$ cat src/rtl/rstctl_pkg.sv
// Shared types and defaults for the RST/PRESET driver (rst_preset_ctrl) and its synchronizer.
package rstctl_pkg;

  typedef enum logic [1:0] {
    ASSERT = 2'd0,
    HOLD   = 2'd1,
    PRESET = 2'd2,
    RUN    = 2'd3
  } state_e;

  localparam int unsigned DEF_SYNC_STAGES   = 2;
  localparam int unsigned DEF_HOLD_CYCLES   = 8;
  localparam int unsigned DEF_PRESET_CYCLES = 4;
  localparam int unsigned DEF_WDOG_CYCLES   = 1024;

  function automatic int unsigned max_u(input int unsigned a, input int unsigned b);
    return (a > b) ? a : b;
  endfunction

endpackage

$ cat src/rtl/rst_sync.sv
// Reset-deassertion synchronizer: async clear, ones shifted in after release.
module rst_sync #(
  parameter int unsigned SYNC_STAGES = 2
) (
  input  logic CLK,
  input  logic RST,
  output logic sync_out
);

  logic [SYNC_STAGES-1:0] chain;

  always_ff @(posedge CLK or negedge RST) begin
    if (!RST) chain <= '0;
    else      chain <= {chain[SYNC_STAGES-2:0], 1'b1};
  end

  assign sync_out = chain[SYNC_STAGES-1];

endmodule

$ cat src/rtl/rst_preset_ctrl.sv
// Drives glitch-free active-low RST/PRESET to a clock domain's flop banks.
// Optional watchdog auto-reset is compiled in with `define RSTCTRL_WDOG_EN.
module rst_preset_ctrl
  import rstctl_pkg::*;
#(
  parameter int unsigned SYNC_STAGES   = DEF_SYNC_STAGES,
  parameter int unsigned HOLD_CYCLES   = DEF_HOLD_CYCLES,
  parameter int unsigned PRESET_CYCLES = DEF_PRESET_CYCLES,
  parameter int unsigned WDOG_CYCLES   = DEF_WDOG_CYCLES
) (
  input  logic CLK,
  input  logic RST,
  input  logic SW_RST_REQ,
  input  logic PRESET_REQ,
  input  logic WDOG_KICK,
  output logic RST_N_OUT,
  output logic PRESET_N_OUT,
  output logic READY,
  output logic BUSY,
  output logic WDOG_FIRED
);

  localparam int unsigned CNT_W = $clog2(max_u(HOLD_CYCLES, PRESET_CYCLES) + 1);

  state_e           state_q, state_d;
  logic [CNT_W-1:0] cnt_q, cnt_d;
  logic             sync_c;
  logic             wdog_to_c;
  logic             rst_n_d, preset_n_d, ready_d, busy_d, fired_d;

  rst_sync #(.SYNC_STAGES(SYNC_STAGES)) u_rst_sync (
    .CLK      (CLK),
    .RST      (RST),
    .sync_out (sync_c)
  );

`ifdef RSTCTRL_WDOG_EN
  localparam int unsigned WD_W = $clog2(WDOG_CYCLES + 1);

  logic [WD_W-1:0] wd_q, wd_d;

  // Counts un-kicked RUN cycles; held clear outside RUN so every RUN entry starts at 0.
  always_comb begin
    wd_d      = '0;
    wdog_to_c = 1'b0;
    if (state_q == RUN) begin
      if (WDOG_KICK)                            wd_d = '0;
      else if (wd_q == WD_W'(WDOG_CYCLES - 1))  wdog_to_c = 1'b1;
      else                                      wd_d = wd_q + WD_W'(1);
    end
  end

  always_ff @(posedge CLK or negedge RST) begin
    if (!RST) wd_q <= '0;
    else      wd_q <= wd_d;
  end
`else
  localparam int unsigned unused_wdog_cycles = WDOG_CYCLES;
  logic unused_wdog_kick;
  assign unused_wdog_kick = WDOG_KICK;
  assign wdog_to_c        = 1'b0;
`endif

  // Next state; reset requests always win over preset, matching flop RST-over-PRESET priority.
  always_comb begin
    state_d = state_q;
    cnt_d   = cnt_q;
    case (state_q)
      ASSERT: begin
        if (sync_c) begin
          state_d = HOLD;
          cnt_d   = '0;
        end
      end
      HOLD: begin
        if (SW_RST_REQ) begin
          cnt_d = '0;
        end else if (cnt_q == CNT_W'(HOLD_CYCLES - 1)) begin
          state_d = RUN;
          cnt_d   = '0;
        end else begin
          cnt_d = cnt_q + CNT_W'(1);
        end
      end
      PRESET: begin
        if (SW_RST_REQ) begin
          state_d = HOLD;
          cnt_d   = '0;
        end else if (cnt_q == CNT_W'(PRESET_CYCLES - 1)) begin
          state_d = RUN;
          cnt_d   = '0;
        end else begin
          cnt_d = cnt_q + CNT_W'(1);
        end
      end
      RUN: begin
        if (SW_RST_REQ || wdog_to_c) begin
          state_d = HOLD;
          cnt_d   = '0;
        end else if (PRESET_REQ) begin
          state_d = PRESET;
          cnt_d   = '0;
        end
      end
      default: begin
        state_d = ASSERT;
        cnt_d   = '0;
      end
    endcase

    rst_n_d    = (state_d == RUN) || (state_d == PRESET);
    preset_n_d = (state_d != PRESET);
    ready_d    = (state_d == RUN);
    busy_d     = (state_d != RUN);
    fired_d    = WDOG_FIRED | wdog_to_c;
  end

  // Outputs are decoded from the next state so they change on the same edge as the state.
  always_ff @(posedge CLK or negedge RST) begin
    if (!RST) begin
      state_q      <= ASSERT;
      cnt_q        <= '0;
      RST_N_OUT    <= 1'b0;
      PRESET_N_OUT <= 1'b1;
      READY        <= 1'b0;
      BUSY         <= 1'b1;
      WDOG_FIRED   <= 1'b0;
    end else begin
      state_q      <= state_d;
      cnt_q        <= cnt_d;
      RST_N_OUT    <= rst_n_d;
      PRESET_N_OUT <= preset_n_d;
      READY        <= ready_d;
      BUSY         <= busy_d;
      WDOG_FIRED   <= fired_d;
    end
  end

endmodule

$ cat config.mk
export PLATFORM = sky130hd
export DESIGN_NAME = rst_preset_ctrl
export DESIGN_NICKNAME = d
export VERILOG_FILES = /design/src/rtl/rstctl_pkg.sv /design/src/rtl/rst_sync.sv /design/src/rtl/rst_preset_ctrl.sv
export SDC_FILE = /design/constraint.sdc
export NUM_CORES = 1
export LEC_CHECK = 0
export ABC_AREA = 1
export CAP_MARGIN = 20
export CORE_UTILIZATION = 55
export CTS_BUF_LIST = sky130_fd_sc_hd__clkbuf_2 sky130_fd_sc_hd__clkbuf_4 sky130_fd_sc_hd__clkbuf_8
export CTS_CLUSTER_SIZE = 30
export DETAILED_ROUTE_END_ITERATION = 8
export PLACE_DENSITY = 0.9
export RECOVER_POWER = 50
export SYNTH_ARGS = -nofsm -noshare
export SYNTH_HDL_FRONTEND = slang
export SYNTH_SLANG_ARGS = --single-unit
$ cat constraint.sdc
create_clock -name CLK -period 1.8 [get_ports CLK]
set_input_delay 0.36 -clock CLK [delete_from_list [all_inputs] [get_ports CLK]]
set_output_delay 0.36 -clock CLK [all_outputs]
set_load 0.03 [all_outputs]
# Yosys cells after proc, flatten, opt, wreduce, memory -nomap -nowiden
# Index checks and enable logic that the tools add are counted.
dict set report op_classes {
  n_reduce_logical 3
  muxes 16
  n_eq_ne 11
  addsub 1
}
# operator n
set op_table {}
lappend op_table {{2-to-1 mux 4 bit} 7}
lappend op_table {{one-hot mux 4 bit (4 select lines)} 1}
lappend op_table {{2-to-1 mux 2 bit} 7}
lappend op_table {{equality test 2 bit (second input constant)} 4}
lappend op_table {{one-hot mux 2 bit (4 select lines)} 1}
lappend op_table {{adder 4 x 1 -> 4 bit (second input constant)} 1}
lappend op_table {{equality test 4 x 2 -> 1 bit (second input constant)} 1}
lappend op_table {{equality test 4 x 3 -> 1 bit (second input constant)} 1}
lappend op_table {{!= test 2 bit (second input constant)} 2}
lappend op_table {{!= test 3 bit (second input constant)} 1}
lappend op_table {{equality test 2 x 1 -> 1 bit (second input constant)} 1}
lappend op_table {{logical NOT 2 bit} 1}
lappend op_table {{!= test 2 x 1 -> 1 bit (second input constant)} 1}
lappend op_table {{AND reduction 2 bit} 1}
lappend op_table {{logical OR 1 bit} 1}
dict set report word_totals {
  input_bits 5
  regBits 12
  out_inout_bits 5
  elab_cells 38
}

# Logic depth before layout (Yosys ltp)
dict set report logic_depth {
  ltp_word 6
  ltp_mapped 10
  ltp_nobuf 10
}

# Modules after synthesis
# From an unflattened synthesis, not the netlist that was laid out.
dict set report hier_totals {
  hier_cells 95
  hier_area_um2 726.9
}
# mod area_per_inst_um2 instances cells_per_inst seq_area_each_um2
set modules_own_cells {}
lappend modules_own_cells {rst_preset_ctrl 673.1 1 92 252.7}
lappend modules_own_cells {rst_sync 53.8 1 3 50.0}

# Worst setup path after synthesis
# OpenSTA, ideal clock, no wires.
dict set report synth_path {
  path_type {register to register}
  startpoint {reg state_q[1]}
  endpoint {reg READY}
  path_slack_ns 0.462
  setup_time_ns 0.117
  arrival_ns 1.221
  stages_incl_launch_ff 8
  synth_period_minus_slack_ns 1.338
  n_path_buf 0
  required_ns 1.683
  path_cell_list {dfrtp_1 inv_1 ha_1 inv_1 a21oi_1 inv_1 nand2_1 nor2_1}
}
dict set report synth_via {
  elab_chain_cells 4
  word_cells_on_any_way 13
  classes_between {4 x eq/ne; 8 x mux; 1 x reduce/logical}
}
# element line_no
set synth_rtl {}
lappend synth_rtl {{from (decl)} rst_preset_ctrl.sv:25} ;# state_e state_q, state_d;
lappend synth_rtl {{from (signal assigned)} rst_preset_ctrl.sv:129} ;# state_q <= state_d;
lappend synth_rtl {{2-to-1 mux 2 bit (on tied branches)} {rst_preset_ctrl.sv:100, rst_preset_ctrl.sv:78, rst_preset_ctrl.sv:89}}
lappend synth_rtl {{2-to-1 mux 2 bit (on tied branches)} {rst_preset_ctrl.sv:97, rst_preset_ctrl.sv:76, rst_preset_ctrl.sv:86}}
lappend synth_rtl {{one-hot mux 2 bit (4 select lines) *} rst_preset_ctrl.sv:68} ;# case (state_q)
lappend synth_rtl {{equality test 2 bit *} rst_preset_ctrl.sv:113} ;# ready_d = (state_d == RUN);
lappend synth_rtl {{net ready_d} rst_preset_ctrl.sv:29} ;# logic rst_n_d, preset_n_d, ready_d, busy_d, fired_d;
lappend synth_rtl {{to (signal assigned)} rst_preset_ctrl.sv:133} ;# READY <= ready_d;
lappend synth_rtl {{to (decl)} rst_preset_ctrl.sv:18} ;# output logic READY,
# Mark *: on every way through the listed nets, which the timed path passes. The rest lies on a longest branch.
# A chain may end at the register's enable or synchronous reset.

# Final worst setup path
dict set report layout_path {
  startpoint {reg READY}
  endpoint {out READY}
}
# No word-level cell between the ends.

==> results_dict.tcl <==
set metrics [dict create \
    synth_compound_area_share_pct 4.83 \
    portBuffers 7 \
    cp-end-kind "output pin" \
    cp-start-kind "register" \
    hold_path.class "register to register" \
    ant_nets 0 \
    root_buffer "clkbuf_4" \
    power_frac_seq_pct 31.9 \
    p_sw_share_pct 47.0 \
    clk_latency_ns 0.26 \
    p_per_area_mw_per_mm2 1520 \
    htree_levels 1 \
    hold_viol_final 0 \
    ys.warnings.count 0 \
    drc 0 \
    peakVddDrop_uv 799 \
    slowest_stage "clkdlybuf4s50_1" \
    antenna_found_initial 0 \
    relSlewSlack_pct 66.0 \
    wl_per_cell_um 11.3 \
    hold-worst-slack_ns 0.366 \
    muxShareOfSynthArea_pct 1.38 \
    dpl.hpwl_um 1060 \
    power_frac_clock_pct 12.4 \
    synth_simple_gate_area_share_pct 31.4 \
    numCtsBuffers 3 \
    dp_slack_ns 0.127 \
    ctsResizeCount 2 \
    slew_violations 0 \
    worst_slack_ns 0.173 \
    cap_violations 0 \
    drive_above_1_share_pct 13.7 \
    grt_max_degree 13 \
    crit_arrival_ns 1.27 \
    firstDrtPassIters 5 \
    combPwrFrac_pct 55.7 \
    grt_pass1_vias 526 \
    chipWidth_um 38.3 \
    outcome "completed" \
    grt_first_pass_wirelength_um 2170 \
    met2_usage_pct 39.4 \
    cts_tree "built" \
    crit_fanout 1 \
    syn_to_final_growth_pct 13.8 \
    gr-total-overflow 0 \
    use_met1_pct 27.5 \
    power.leakage_nw 0.430 \
    worstMarginPinSlew_ns 0.508 \
    drt_iter0_drc 15 \
    final.setup.tns_ns 0 \
    fillCellCount 96 \
    crit_family "buffers and inverters" \
    timing.final.crit_share_pct 90.4 \
    ctsHoldBuffers 0 \
    start_util_pct 62.0 \
    routed_wl_um 1320 \
    clkSlewWorstSetupHoldPaths_ns 0.07 \
    yosys.area_share.adder_pct 10.3 \
    yosysUniqueCellTypes 19 \
    postCtsSetupBuffers 0 \
    synth_area_um2 726 \
    cp.required_ns 1.44 \
    fp.dieH_um 38.3 \
    synthXorXnorAreaFrac_pct 0 \
    syn-num-nets 104 \
    period_needed_ns 1.63 \
    grt.total_usage_pct 22.8 \
    clockBufferDepth 2 \
    place.gp.congestion 0.883 \
    vias 605 \
    core_area_mm2 0.00117 \
    ios 10 \
    path_cells "clkdlybuf4s50_1" \
    rsz0062_at_grt "false" \
    switchingPower_uw 588 \
    grt_use_met3_pct 5.23 \
    grt.busiest_layer "met2" \
    synth_top_family_by_area "simple AND/OR/NAND/NOR gates" \
    yosysSeqAreaShare_pct 41.7 \
    criticalPathCategory "register to output pin" \
    layout_commonest_cell "nand2_1" \
    setup_viol 0 \
    skew_ns 0.00532 \
    nNetsFinal 115 \
    p_int_uw 665 \
    viasPerCell 5.22 \
    cts.sinks 12 \
    num_rows 12 \
    cp_num_buf_inv 1 \
    layout_common_cells "nand2_1 (26), inv_1 (15), nand3_1 (12)" \
    diodes 0 \
    synth-seq-cells 12 \
    dieArea_mm2 0.00147 \
    fmax_mhz 615 \
    slowest_delay_ns 0.67 \
    netlist_instances 93 \
    synth_area_per_cell_um2 7.80 \
]
metrics by stage:
stage          total power [mW]  std cells  area (um2)  util [%]
2_1_floorplan             0.922         93         726         -
3_3_place_gp               1.06        113         806      68.8
3_5_place_dp               1.10        113         806      68.8
4_1_cts                    1.25        116         826      70.5
5_1_grt                    1.35        116         826      70.5
6_report                   1.25        116         826      70.5
worst paths after layout:
check | from | to | cells past startpoint | slack [ns]
max | READY$_DFF_PN0_ | READY | 1 | 0.17
min | u_rst_sync.chain[0]$_DFF_PN0_ | u_rst_sync.chain[1]$_DFF_PN0_ | 0 | 0.37
max reg2reg | state_q[1]$_DFF_PN0_ | cnt_q[1]$_DFFE_PN0P_ | 6 | 0.23
min reg2reg | u_rst_sync.chain[0]$_DFF_PN0_ | u_rst_sync.chain[1]$_DFF_PN0_ | 0 | 0.37
max in group asynchronous | RST | BUSY$_DFF_PN1_ | 1 | 0.93
min in group asynchronous | RST | cnt_q[2]$_DFFE_PN0P_ | 1 | 0.50
layout make-up:
class                           count  area, um2  share of cell area (%)
Clock buffer                        3       22.5                    2.73
Inverter                           16       60.1                    7.27
Multi-Input combinational cell     64        355                    43.0
Sequential cell                    12        303                    36.7
Tap cell                           14       17.5                    2.12
Timing Repair Buffer                7       67.6                    8.18
cells by family after synthesis:
group,after synthesis
and+or+nand+nor,49
buffers and inverters,17
DFF,12
AOI/OAI and AO/OA,6
adders and majority gates,6
other,2
muxes,1
state kept, by name, summed over array words and instances (netlist names):
name,count
PRESET_N_OUT,1
cnt_q,4
u_rst_sync.chain,2
RST_N_OUT,1
state_q,2
READY,1
BUSY,1
cell usage after synthesis (all sizes together):
master | n | area [um2]
mux2i | 1 | 10.0
ha | 6 | 75.1
conb | 2 | 7.51
inv | 16 | 60.1
a22oi | 2 | 15.0
buf | 1 | 7.51
dfrtp | 10 | 250
nand3 | 13 | 70.1
a21oi | 2 | 10.0
nand2 | 30 | 123
nor2 | 6 | 35.0
dfstp | 2 | 52.6
o21ai | 2 | 10.0
power groups by stage:
stage	clock, mW	combinational, mW	sequential, mW
after CTS	0.162	0.692	0.398
after floorplan	0	0.463	0.458
final	0.155	0.698	0.400
after global placement	0	0.662	0.398
after detailed placement	0	0.698	0.404
after global routing	0.176	0.770	0.408
layer usage:
metal  share of wire (%)  up-vias  wire length (um)
met1                  44      285               576
met3                 4.1        0                54
met2                  52       15               684
met5                   0        -                 0
li1                    -      305                 -
met4                   0        0                 0
Note: power is estimated with default switching activity, not from simulation.
